File: config.mk
export PLATFORM = sky130hd
export DESIGN_NAME = fetch_unit
export DESIGN_NICKNAME = d
export VERILOG_FILES = /design/src/rtl/fetch_unit.sv
export SDC_FILE = /design/constraint.sdc
export NUM_CORES = 1
export LEC_CHECK = 0
export ABC_AREA = 0
export BUFFER_PORTS_ARGS = -buffer_cell sky130_fd_sc_hd__buf_4
export CORE_MARGIN = 10
export CORE_UTILIZATION = 40
export DETAILED_ROUTE_END_ITERATION = 8
export PLACE_DENSITY_LB_ADDON = 0.2
export SLEW_MARGIN = 20
export SYNTH_ARGS = -nofsm -noshare
export SYNTH_HDL_FRONTEND = slang
export SYNTH_SLANG_ARGS = --single-unit
File: constraint.sdc
create_clock -name clk -period 2.6 [get_ports clk]
set_clock_uncertainty 0.15 [all_clocks]
set_input_delay 0.39 -clock clk [delete_from_list [all_inputs] [get_ports clk]]
set_output_delay 0.39 -clock clk [all_outputs]
set_load 0.01 [all_outputs]
File: src/rtl/fetch_unit.sv
// Instruction-fetch stage: PC sequencing, IF/ID register, redirect flush and halt.
// Optional performance counters are built when FETCH_PERF_CNT_EN is defined.
//
// state | meaning
// RUN   | fetching whenever the IF/ID slot is free
// HALT  | no fetches, PC frozen, slot drains on id_ready

module fetch_unit #(
  parameter int ADDR_W   = 8,
  parameter int DEPTH    = 256,
  parameter int RESET_PC = 0
) (
  input  logic        clk,
  input  logic        rst_n,
  output logic [31:0] pc_out,
  input  logic [31:0] imem_data,
  output logic        id_valid,
  input  logic        id_ready,
  output logic [31:0] id_instr,
  output logic [31:0] id_pc,
  input  logic        redirect,
  input  logic [31:0] redirect_pc,
  input  logic        halt,
`ifdef FETCH_PERF_CNT_EN
  output logic [31:0] fetch_count,
  output logic [31:0] stall_count,
`endif
  output logic        halted
);

  localparam logic [0:0] ST_RUN  = 1'b0;
  localparam logic [0:0] ST_HALT = 1'b1;

  logic [0:0]        state_q,    state_d;
  logic [ADDR_W-1:0] pc_q,       pc_d;
  logic              id_valid_q, id_valid_d;
  logic [31:0]       id_instr_q, id_instr_d;
  logic [ADDR_W-1:0] id_pc_q,    id_pc_d;

`ifdef FETCH_PERF_CNT_EN
  logic [31:0] fetch_cnt_q, fetch_cnt_d;
  logic [31:0] stall_cnt_q, stall_cnt_d;
`endif

  logic [ADDR_W-1:0] redirect_tgt;
  logic [ADDR_W-1:0] pc_inc;
  logic              slot_free;
  logic              unused_redirect_hi;

  // Targets are taken modulo DEPTH; the discarded upper bits raise no flag.
  assign redirect_tgt       = redirect_pc[ADDR_W-1:0];
  assign unused_redirect_hi = ^redirect_pc[31:ADDR_W];
  assign pc_inc    = (pc_q == ADDR_W'(DEPTH - 1)) ? '0 : pc_q + ADDR_W'(1);
  assign slot_free = !id_valid_q || id_ready;

  always_comb begin
    state_d    = state_q;
    pc_d       = pc_q;
    id_valid_d = id_valid_q;
    id_instr_d = id_instr_q;
    id_pc_d    = id_pc_q;
`ifdef FETCH_PERF_CNT_EN
    fetch_cnt_d = fetch_cnt_q;
    stall_cnt_d = stall_cnt_q;
`endif

    case (state_q)
      ST_RUN: begin
        if (redirect) begin
          pc_d       = redirect_tgt;
          id_valid_d = 1'b0;
          if (halt) state_d = ST_HALT;
        end else if (halt) begin
          state_d = ST_HALT;
          if (id_ready) id_valid_d = 1'b0;
        end else if (slot_free) begin
          id_instr_d = imem_data;
          id_pc_d    = pc_q;
          id_valid_d = 1'b1;
          pc_d       = pc_inc;
`ifdef FETCH_PERF_CNT_EN
          fetch_cnt_d = fetch_cnt_q + 32'd1;
`endif
        end else begin
`ifdef FETCH_PERF_CNT_EN
          stall_cnt_d = stall_cnt_q + 32'd1;
`endif
        end
      end
      default: begin
        if (id_ready) id_valid_d = 1'b0;
        // A redirect always loads the PC; only halt=0 lets it resume fetching.
        if (redirect) begin
          pc_d       = redirect_tgt;
          id_valid_d = 1'b0;
          if (!halt) state_d = ST_RUN;
        end
      end
    endcase
  end

  always_ff @(posedge clk) begin
    if (!rst_n) begin
      state_q     <= ST_RUN;
      pc_q        <= ADDR_W'(RESET_PC);
      id_valid_q  <= 1'b0;
      id_instr_q  <= '0;
      id_pc_q     <= '0;
`ifdef FETCH_PERF_CNT_EN
      fetch_cnt_q <= '0;
      stall_cnt_q <= '0;
`endif
    end else begin
      state_q     <= state_d;
      pc_q        <= pc_d;
      id_valid_q  <= id_valid_d;
      id_instr_q  <= id_instr_d;
      id_pc_q     <= id_pc_d;
`ifdef FETCH_PERF_CNT_EN
      fetch_cnt_q <= fetch_cnt_d;
      stall_cnt_q <= stall_cnt_d;
`endif
    end
  end

  assign pc_out   = {{(32-ADDR_W){1'b0}}, pc_q};
  assign id_valid = id_valid_q;
  assign id_instr = id_instr_q;
  assign id_pc    = {{(32-ADDR_W){1'b0}}, id_pc_q};
  assign halted   = (state_q == ST_HALT);
`ifdef FETCH_PERF_CNT_EN
  assign fetch_count = fetch_cnt_q;
  assign stall_count = stall_cnt_q;
`endif

endmodule

### Yosys cells after proc, flatten, opt, wreduce, memory -nomap -nowiden

Cells that the tools add are included.

* register bits: 50
* bits in latches: 0
* RAM bits: 0
* ROM bits: 0
* word-level logic and storage cells: 33
* memories kept: 0

* add/sub/neg operators: 1
* multiply operators: 0
* div/mod/pow operators: 0
* $lt $le $gt $ge: 0
* eq/ne operators: 3
* shift-type cells: 0
* muxes and demuxes: 15
* bitwise operators: 3
* reductions and logical operators: 6

Operator list (number)
* $mux W8: 6
* $mux W1: 9
* $add A8 B1 Y8 const B: 1
* $eq A8 B8 Y1 const B: 1
* $ne A2 B2 Y1 const B: 2
* $reduce_and A4 Y1: 1
* $reduce_bool A4 Y1: 1
* $not A1 Y1: 3
* $reduce_and A3 Y1: 1
* $reduce_bool A2 Y1: 1
* $logic_not A1 Y1: 1
* $logic_or A1 B1 Y1: 1

### Logic depth before layout (Yosys ltp)

Gate-level depths: netlist of the first run.

* word-level depth: 6
* depth in mapped cells: 6
* depth with buffers taken out: 5

### Least setup slack after synthesis of the first run

Ideal clock, no wire load.

* kind: register to register
* start: reg pc_q[1]
* end: reg pc_q[0]
* setup time: 134 ps
* arrival: 1410 ps
* required time: 2316 ps
* setup slack: 906 ps
* cell stages (with the launch flop): 6
* buffers on the path: 0
* clock period less this slack: 1694 ps
* path through: dfxtp_1 -> ha_1 -> nand4_1 -> o21a_1 -> a221oi_1 -> a211oi_1

* word-level cells in the longest chain between the ends: 6

RTL lines
* from (decl): RTL line 35 `logic [ADDR_W-1:0] pc_q, pc_d;`
* from (signal assigned): RTL line 105 `pc_q <= ADDR_W'(RESET_PC);`
* from (signal assigned): RTL line 115 `pc_q <= pc_d;`
* $eq A8 B8 Y1: RTL line 53 `assign pc_inc = (pc_q == ADDR_W'(DEPTH - 1)) ? '0 : pc_q + ADDR_W'(1);`
* $mux W8: RTL line 53
* $mux W8: RTL line 76 `end else if (slot_free) begin`
* $mux W8: RTL line 73 `end else if (halt) begin`
* $mux W8: RTL line 69 `if (redirect) begin`
* $mux W8: RTL line 67 `case (state_q)`

Every way passes these cells. The select of a mux whose other input is x is not followed.
A chain may end at the register's enable or synchronous reset.

### Worst setup path in the final report of the first run

* start: reg pc_q[0]
* end: reg pc_q[0]

* word-level cells in the longest chain between the ends: 6
* elaborated cells on any way between the ends: 7

RTL lines (RTL line)
* $add A8 B1 Y8 / $eq A8 B8 Y1 (equally long branches): 53
* $mux W8 *: 53
* $mux W8 *: 76
* $mux W8 *: 73
* $mux W8 *: 69
* $mux W8 *: 67

Every way passes the cells marked *; elsewhere a longest branch is shown, timed or not. The select of a mux whose other input is x is not followed.

==> flow_metrics.env, run 1 <==
export IMPL_cts_made_buffers=5
export IMPL_cts_resized=0
export IMPL_required_ns=2.62
export IMPL_p_int_mw=1.14
export IMPL_rsz0062_at_grt="false"
export IMPL_area_growth_synth_to_final_pct=25.7
export IMPL_hold_buffers=0
export IMPL_antenna_found_initial=0
export IMPL_ys_seq_elements=50
export IMPL_layout_common_cells="buf_4, nand2_1, dfxtp_1"
export IMPL_fp_dieArea_um2=9510
export IMPL_async_reset_ff_frac=0
export IMPL_start_kind="flop"
export IMPL_slowest_delay_ns=0.49
export IMPL_worstPathArrival_ns=1.94
export IMPL_critPathMaxFanout=7
export IMPL_yosysWarningCount=0
export IMPL_cp_num_buf_inv=0
export IMPL_cts_setup_buffers=0
export IMPL_vias=2054
export IMPL_ys_seq_area_frac=0.417
export IMPL_insertion_delay_ns=0.30
export IMPL_mostFrequentLayoutCell="buf_4"
export IMPL_reg2reg_to="pc_q[0]$_SDFFE_PN0P_"
export IMPL_io_buffers=94
export IMPL_crit_slowest_cell="dfxtp_1"
export IMPL_r2r_start="pc_q[0]$_SDFFE_PN0P_"
export IMPL_post_route_period_util=0.740
export IMPL_root_buffer="clkbuf_8"
export IMPL_min_to="id_instr[23]$_SDFFE_PN0P_"
export IMPL_hold_slack_ns=0.175
export IMPL_switching_share=0.281
export IMPL_syn_area_per_cell_um2=7.98
export IMPL_cts_path_max_buffers=2
export IMPL_maxSlewHeadroom=0.608
export IMPL_r2r_slack_ns=0.68
export IMPL_grt_pass1_vias=1982
export IMPL_cap_violations=0
export IMPL_htree_levels=2
export IMPL_first_pass_iters=4
export IMPL_antenna_cells=0
export IMPL_outcome="completed"
export IMPL_regArea_um2=1000
export IMPL_fp_row_count=28
export IMPL_hold_start="imem_data[23]"
export IMPL_holdCritPathClass="primary input to flop"
export IMPL_die_x_um=97.5
export IMPL_seqPwrFrac=0.524
export IMPL_drcViolationCount=0
export IMPL_hpwl_um=4980
export IMPL_synth_area_um2=2400
export IMPL_fin_ws_ns=0.677
export IMPL_synth_edf_count=0
export IMPL_endpoint_kind="flop"
export IMPL_wl_per_cell_um=14.3
export IMPL_core_um2=5890
export IMPL_switching_power_uw=447
export IMPL_ant_nets=0
export IMPL_fin_crit_ns=1.92
export IMPL_synthCells=301
export IMPL_place_congestion=0.809
export IMPL_clkPwrFrac=0.297
export IMPL_drv_slew=0
export IMPL_cts_reportedPaths_clkPinSlew_ns=0.09
export IMPL_grt_use_total=0.128
export IMPL_fin_setup_tns_ns=0
export IMPL_pwr_share_comb=0.179
export IMPL_overflow=0
export IMPL_dieHeight_um=97.5
export IMPL_crit_family="compound AO/OA/AOI/OAI gates"
export IMPL_whs_path_depth=3
export IMPL_finalHoldViolCount=0
export IMPL_synth_cell_types=37
export IMPL_grt_first_pass_wirelength_um=10200
export IMPL_pre_cts_slack_ns=0.618
export IMPL_multi_input_area_um2=1070
export IMPL_path_cells="ha_1 -> nand4_1 -> o21a_1 -> a221oi_1 -> a211oi_1"
export IMPL_finalSetupViolCount=0
export IMPL_p_leak_nw=1.35
export IMPL_synth_ff_type="dfxtp_1"
export IMPL_routed_via_density=4.41
export IMPL_ios=167
export IMPL_start_util=0.408
export IMPL_critPathLaunch="pc_q[0]$_SDFFE_PN0P_"
export IMPL_worstRegToRegCells=5
export IMPL_ir_drop_v=0.000219
export IMPL_grt_max_degree=51
export IMPL_drtIter0Drc=72
export IMPL_cts_sinks=50
export IMPL_wirelength_um=6660
export IMPL_worstMarginPinSlew_ns=0.588
export IMPL_cts_tree="built"
export IMPL_setup_worst_path_class="flop to flop"
export IMPL_clock_fmax_ghz=0.520
export IMPL_nets=460
export IMPL_powerDensity_nw_per_um2=526
export IMPL_n_fill_cell=619
export IMPL_drive_gt1_frac=0.297
## routing by layer
metal  wire, µm  GRT usage
met5          0          0
met4         40     0.0302
met3        552     0.0526
met2       3000      0.191
met1       3070      0.167
## worst min-delay path: stages
cell	delay, ns
buf_4	0.11
nand2_1	0.04
a21oi_1	0.05
## power by group through the flow
stage                     Clock (mW)  Sequential (mW)  Combinational, mW
after floorplan                    0            0.862              0.197
after global placement             0            0.849              0.282
after detailed placement           0            0.851              0.284
after CTS                      0.493            0.833              0.284
after global routing           0.530            0.839              0.316
final                          0.472            0.833              0.285
## sequential cells by signal, summed over array words and instances, names as in the netlist
register / flops
pc_q: 8
id_pc_q: 8
id_valid: 1
id_instr: 32
halted: 1
## synth_stat cells, types with 2 or more instances
cell	count	area, µm²
buf_2	2	10.0
buf_4	48	360
dfxtp_1	50	1000
a311oi_1	2	17.5
a21oi_2	6	52.6
nor2_1	8	30.0
o21ai_0	5	25.0
nand3_1	4	20.0
buf_6	9	101
nand2_1	89	334
o21a_1	2	15.0
a211oi_1	2	15.0
clkbuf_1	5	18.8
nor3_1	3	15.0
a21oi_1	42	210
inv_1	3	11.3
## how the worst max path moves through the flow
stage,slack [ns],to,depth (start not counted)
global route,0.57,pc_q[0]$_SDFFE_PN0P_,5
detailed placement,0.62,id_instr[17]$_SDFFE_PN0P_,6
global placement,0.64,id_pc_q[1]$_SDFFE_PN0P_,6
finish,0.68,pc_q[0]$_SDFFE_PN0P_,5
floorplan,0.91,pc_q[0]$_SDFFE_PN0P_,5
CTS,0.71,pc_q[0]$_SDFFE_PN0P_,5
## cell type report
| type | count | share of cell area |
|---|---|---|
| inverters | 4 | 0.00497 |
| clock buffers | 6 | 0.0273 |
| multi-input cells | 230 | 0.355 |
| well taps | 75 | 0.0311 |
| repair buffers | 99 | 0.246 |
| clock inverters | 2 | 0.00414 |
| flip-flops and latches | 50 | 0.331 |
## metrics by stage
stage	instances	utilization	power (mW)	instance area, µm²
detailed placement	458	0.497	1.13	2930
CTS	466	0.513	1.61	3020
floorplan	348	-	1.06	2580
global route	466	0.513	1.68	3020
finish	466	0.513	1.59	3020
global placement	458	0.497	1.13	2930
## cells by family (layout without fill, tap and decap cells)
kind of cell,count (synthesis),count (layout),share of synthesized area
other,1,48,0.00156
flip-flops,50,50,0.417
AO/OA/AOI/OAI,68,68,0.170
buffers and inverters,68,111,0.210
adder cells (fa/ha/maj),1,1,0.00521
AND/OR/NAND/NOR,113,113,0.196
No activity file was read; power rests on OpenSTA's default activity.
==> inputs of run 2 (changes only) <==
Settings changed: ABC_AREA 0 to 1, CORE_UTILIZATION 40 to 38.
Clock period 2.6 ns to 1.6 ns, I/O delays scaled along.
==> run 2 against run 1 <==
Area after synthesis grew 4.4%. Routed wire length shrank 5.5%. Global-route usage fell by 1.8 points. Combinational power up 120%. Worst setup slack worse by 0.51 ns. Die area up 7.9%. Utilization decreased by 1.5 points. Register-to-register slack got worse by 0.51 ns. Clock power grew 77%. Sequential share of layout area shrank 1.7 points. Sequential power up 68%. Largest cell class unchanged. Highest routed layer unchanged.
==> flow_metrics.env, run 2 <==
export IMPL_critPathMaxFanout=40
export IMPL_synthMuxAreaShare=0
export IMPL_synth_top_cells_by_area="dfxtp_1, buf_4, a21oi_1"
export IMPL_worstPathArrival_ns=1.47
export IMPL_powerDensity_nw_per_um2=897
export IMPL_layout_common_cells="buf_4, dfxtp_1, inv_1"
export IMPL_drcViolationCount=0
export IMPL_syn_area_per_cell_um2=7.96
export IMPL_synth_ff_type="dfxtp_1"
export IMPL_rsz0062_at_grt="false"
export IMPL_core_um2=6390
export IMPL_grt_max_degree=51
export IMPL_drv_slew=0
export IMPL_wirelength_um=6290
export IMPL_largest_reg_flops=32
export IMPL_cts_made_buffers=5
export IMPL_ant_nets=0
export IMPL_fin_setup_tns_ns=0
export IMPL_p_leak_nw=1.48
export IMPL_grt_use_total=0.110
export IMPL_cts_sinks=50
export IMPL_first_pass_iters=4
export IMPL_synthTopCellsByCount="dfxtp_1, inv_1, buf_4"
export IMPL_setup_worst_path_class="flop to flop"
export IMPL_cts_reportedPaths_clkPinSlew_ns=0.09
export IMPL_hpwl_um=4880
export IMPL_endpoint_kind="flop"
export IMPL_drive_gt1_frac=0.329
export IMPL_fp_row_count=29
export IMPL_r2r_slack_ns=0.17
export IMPL_synth_compound_area_frac=0.242
export IMPL_yosysTopAreaCell="dfxtp_1"
export IMPL_fin_crit_ns=1.43
export IMPL_required_ns=1.64
export IMPL_synth_area_um2=2510
export IMPL_cts_resized=0
export IMPL_ys_seq_area_frac=0.399
export IMPL_synth_fa_ha_area_frac=0.00499
export IMPL_hold_buffers=0
export IMPL_yosysMostFrequentCell="dfxtp_1"
export IMPL_yosysWarningCount=0
export IMPL_cts_tree="built"
export IMPL_overflow=0
export IMPL_antenna_cells=0
export IMPL_start_kind="flop"
export IMPL_htree_levels=2
export IMPL_mostFrequentLayoutCell="buf_4"
export IMPL_outcome="completed"
export IMPL_synthSimpleGateAreaFrac=0.0843
export IMPL_ios=167
export IMPL_synthCells=315
export IMPL_routed_via_density=4.29
export IMPL_crit_slowest_cell="dfxtp_1"
export IMPL_synth_top_area_frac=0.399
export IMPL_dieHeight_um=101
export IMPL_place_congestion=0.815
export IMPL_area_growth_synth_to_final_pct=26.9
export IMPL_synth_top_family_by_area="buffers and inverters"
export IMPL_slowest_delay_ns=0.36
export IMPL_grt_pass1_vias=1920
export IMPL_root_buffer="clkbuf_8"
export IMPL_fp_dieArea_um2=10300
export IMPL_cap_violations=0
export IMPL_cts_setup_buffers=0
export IMPL_holdCritPathClass="primary input to flop"
export IMPL_synth_cell_types=24
export IMPL_vias=2077
export IMPL_synth_xor_area_share=0.00349
export IMPL_die_x_um=101
export IMPL_clock_fmax_ghz=0.698
export IMPL_async_reset_ff_frac=0
export IMPL_finalSetupViolCount=0
export IMPL_grt_first_pass_wirelength_um=9290
export IMPL_finalHoldViolCount=0
export IMPL_io_buffers=94
export IMPL_cts_path_max_buffers=2
export IMPL_antenna_found_initial=0
export IMPL_hold_slack_ns=0.0509
export IMPL_drtIter0Drc=56
export IMPL_dp_cells=476
export IMPL_start_util=0.393
export IMPL_synth_edf_count=0
export IMPL_wl_per_cell_um=13.0
export IMPL_final_cells=484
export IMPL_nets=476
export IMPL_insertion_delay_ns=0.29
export IMPL_ir_drop_v=0.000523
export IMPL_path_cells="nor2_4 -> nand3_4 -> buf_12 -> o21ai_1 -> a21oi_2"
export IMPL_cp_num_buf_inv=1
export IMPL_ys_seq_elements=50
export IMPL_post_route_period_util=0.896
export IMPL_crit_family="flip-flops"
## run 2: changes by cell type after synthesis, moves of 3 or more
cell	previous run	this run
a21oi_2	6	13
o21ai_1	0	37
o21ai_2	0	3
inv_1	3	49
nand2_1	89	22
o21ai_0	5	9
nand2_2	0	3
nor3_1	3	0
## run 2: worst paths after layout
check,to,from,depth (start not counted)
setup / recovery,id_instr[4]$_SDFFE_PN0P_,halted$_SDFF_PN0_,5
hold / removal,pc_q[3]$_SDFFE_PN0P_,redirect_pc[3],3
setup reg to reg,id_instr[4]$_SDFFE_PN0P_,halted$_SDFF_PN0_,5
hold reg to reg,id_instr[18]$_SDFFE_PN0P_,id_instr[18]$_SDFFE_PN0P_,2
## run 2: layout make-up
cell class                 count  area, µm²
tap                           77       96.3
multi-input combinational    199       1020
sequential                    50       1000
timing repair buffer          98        761
inverter                      52        195
fill                         683       3200
clock buffer                   8        110
## run 2: worst min-delay path: cells and delay by family
family	cells	cell delay [ns]
buffers and inverters	1	0.07
AO/OA/AOI/OAI	2	0.15
## run 2: stage by stage
step / setup slack, ns / utilization / power (mW) / area [µm²]
3_5_place_dp: 0.163 / 0.481 / 2.05 / 3070
6_report: 0.167 / 0.498 / 2.85 / 3180
4_1_cts: 0.148 / 0.498 / 2.91 / 3180
3_3_place_gp: 0.216 / 0.481 / 2.04 / 3070
2_1_floorplan: 0.261 / - / 1.85 / 2690
5_1_grt: 0.0573 / 0.498 / 3.03 / 3180
## run 2: logic make-up after synthesis
kind of cell | after synthesis
adder cells (fa/ha/maj) | 1
XOR/XNOR | 1
AO/OA/AOI/OAI | 106
AND/OR/NAND/NOR | 43
flip-flops | 50
other | 1
buffers and inverters | 113
## run 2: where the power goes
part / switching, mW / internal, mW
Sequential: 0.0650 / 1.34
Clock: 0.400 / 0.437
Combinational: 0.335 / 0.281
Total: 0.800 / 2.05
## run 2: routing by layer
metal	part of all wire	up-vias	wire, µm	global-route usage
li1	-	1089	-	-
met1	0.42	897	2620	0.125
met5	0	-	0	0
met2	0.47	86	2960	0.183
met3	0.10	5	660	0.0490
met4	0.0089	0	56	0.0289
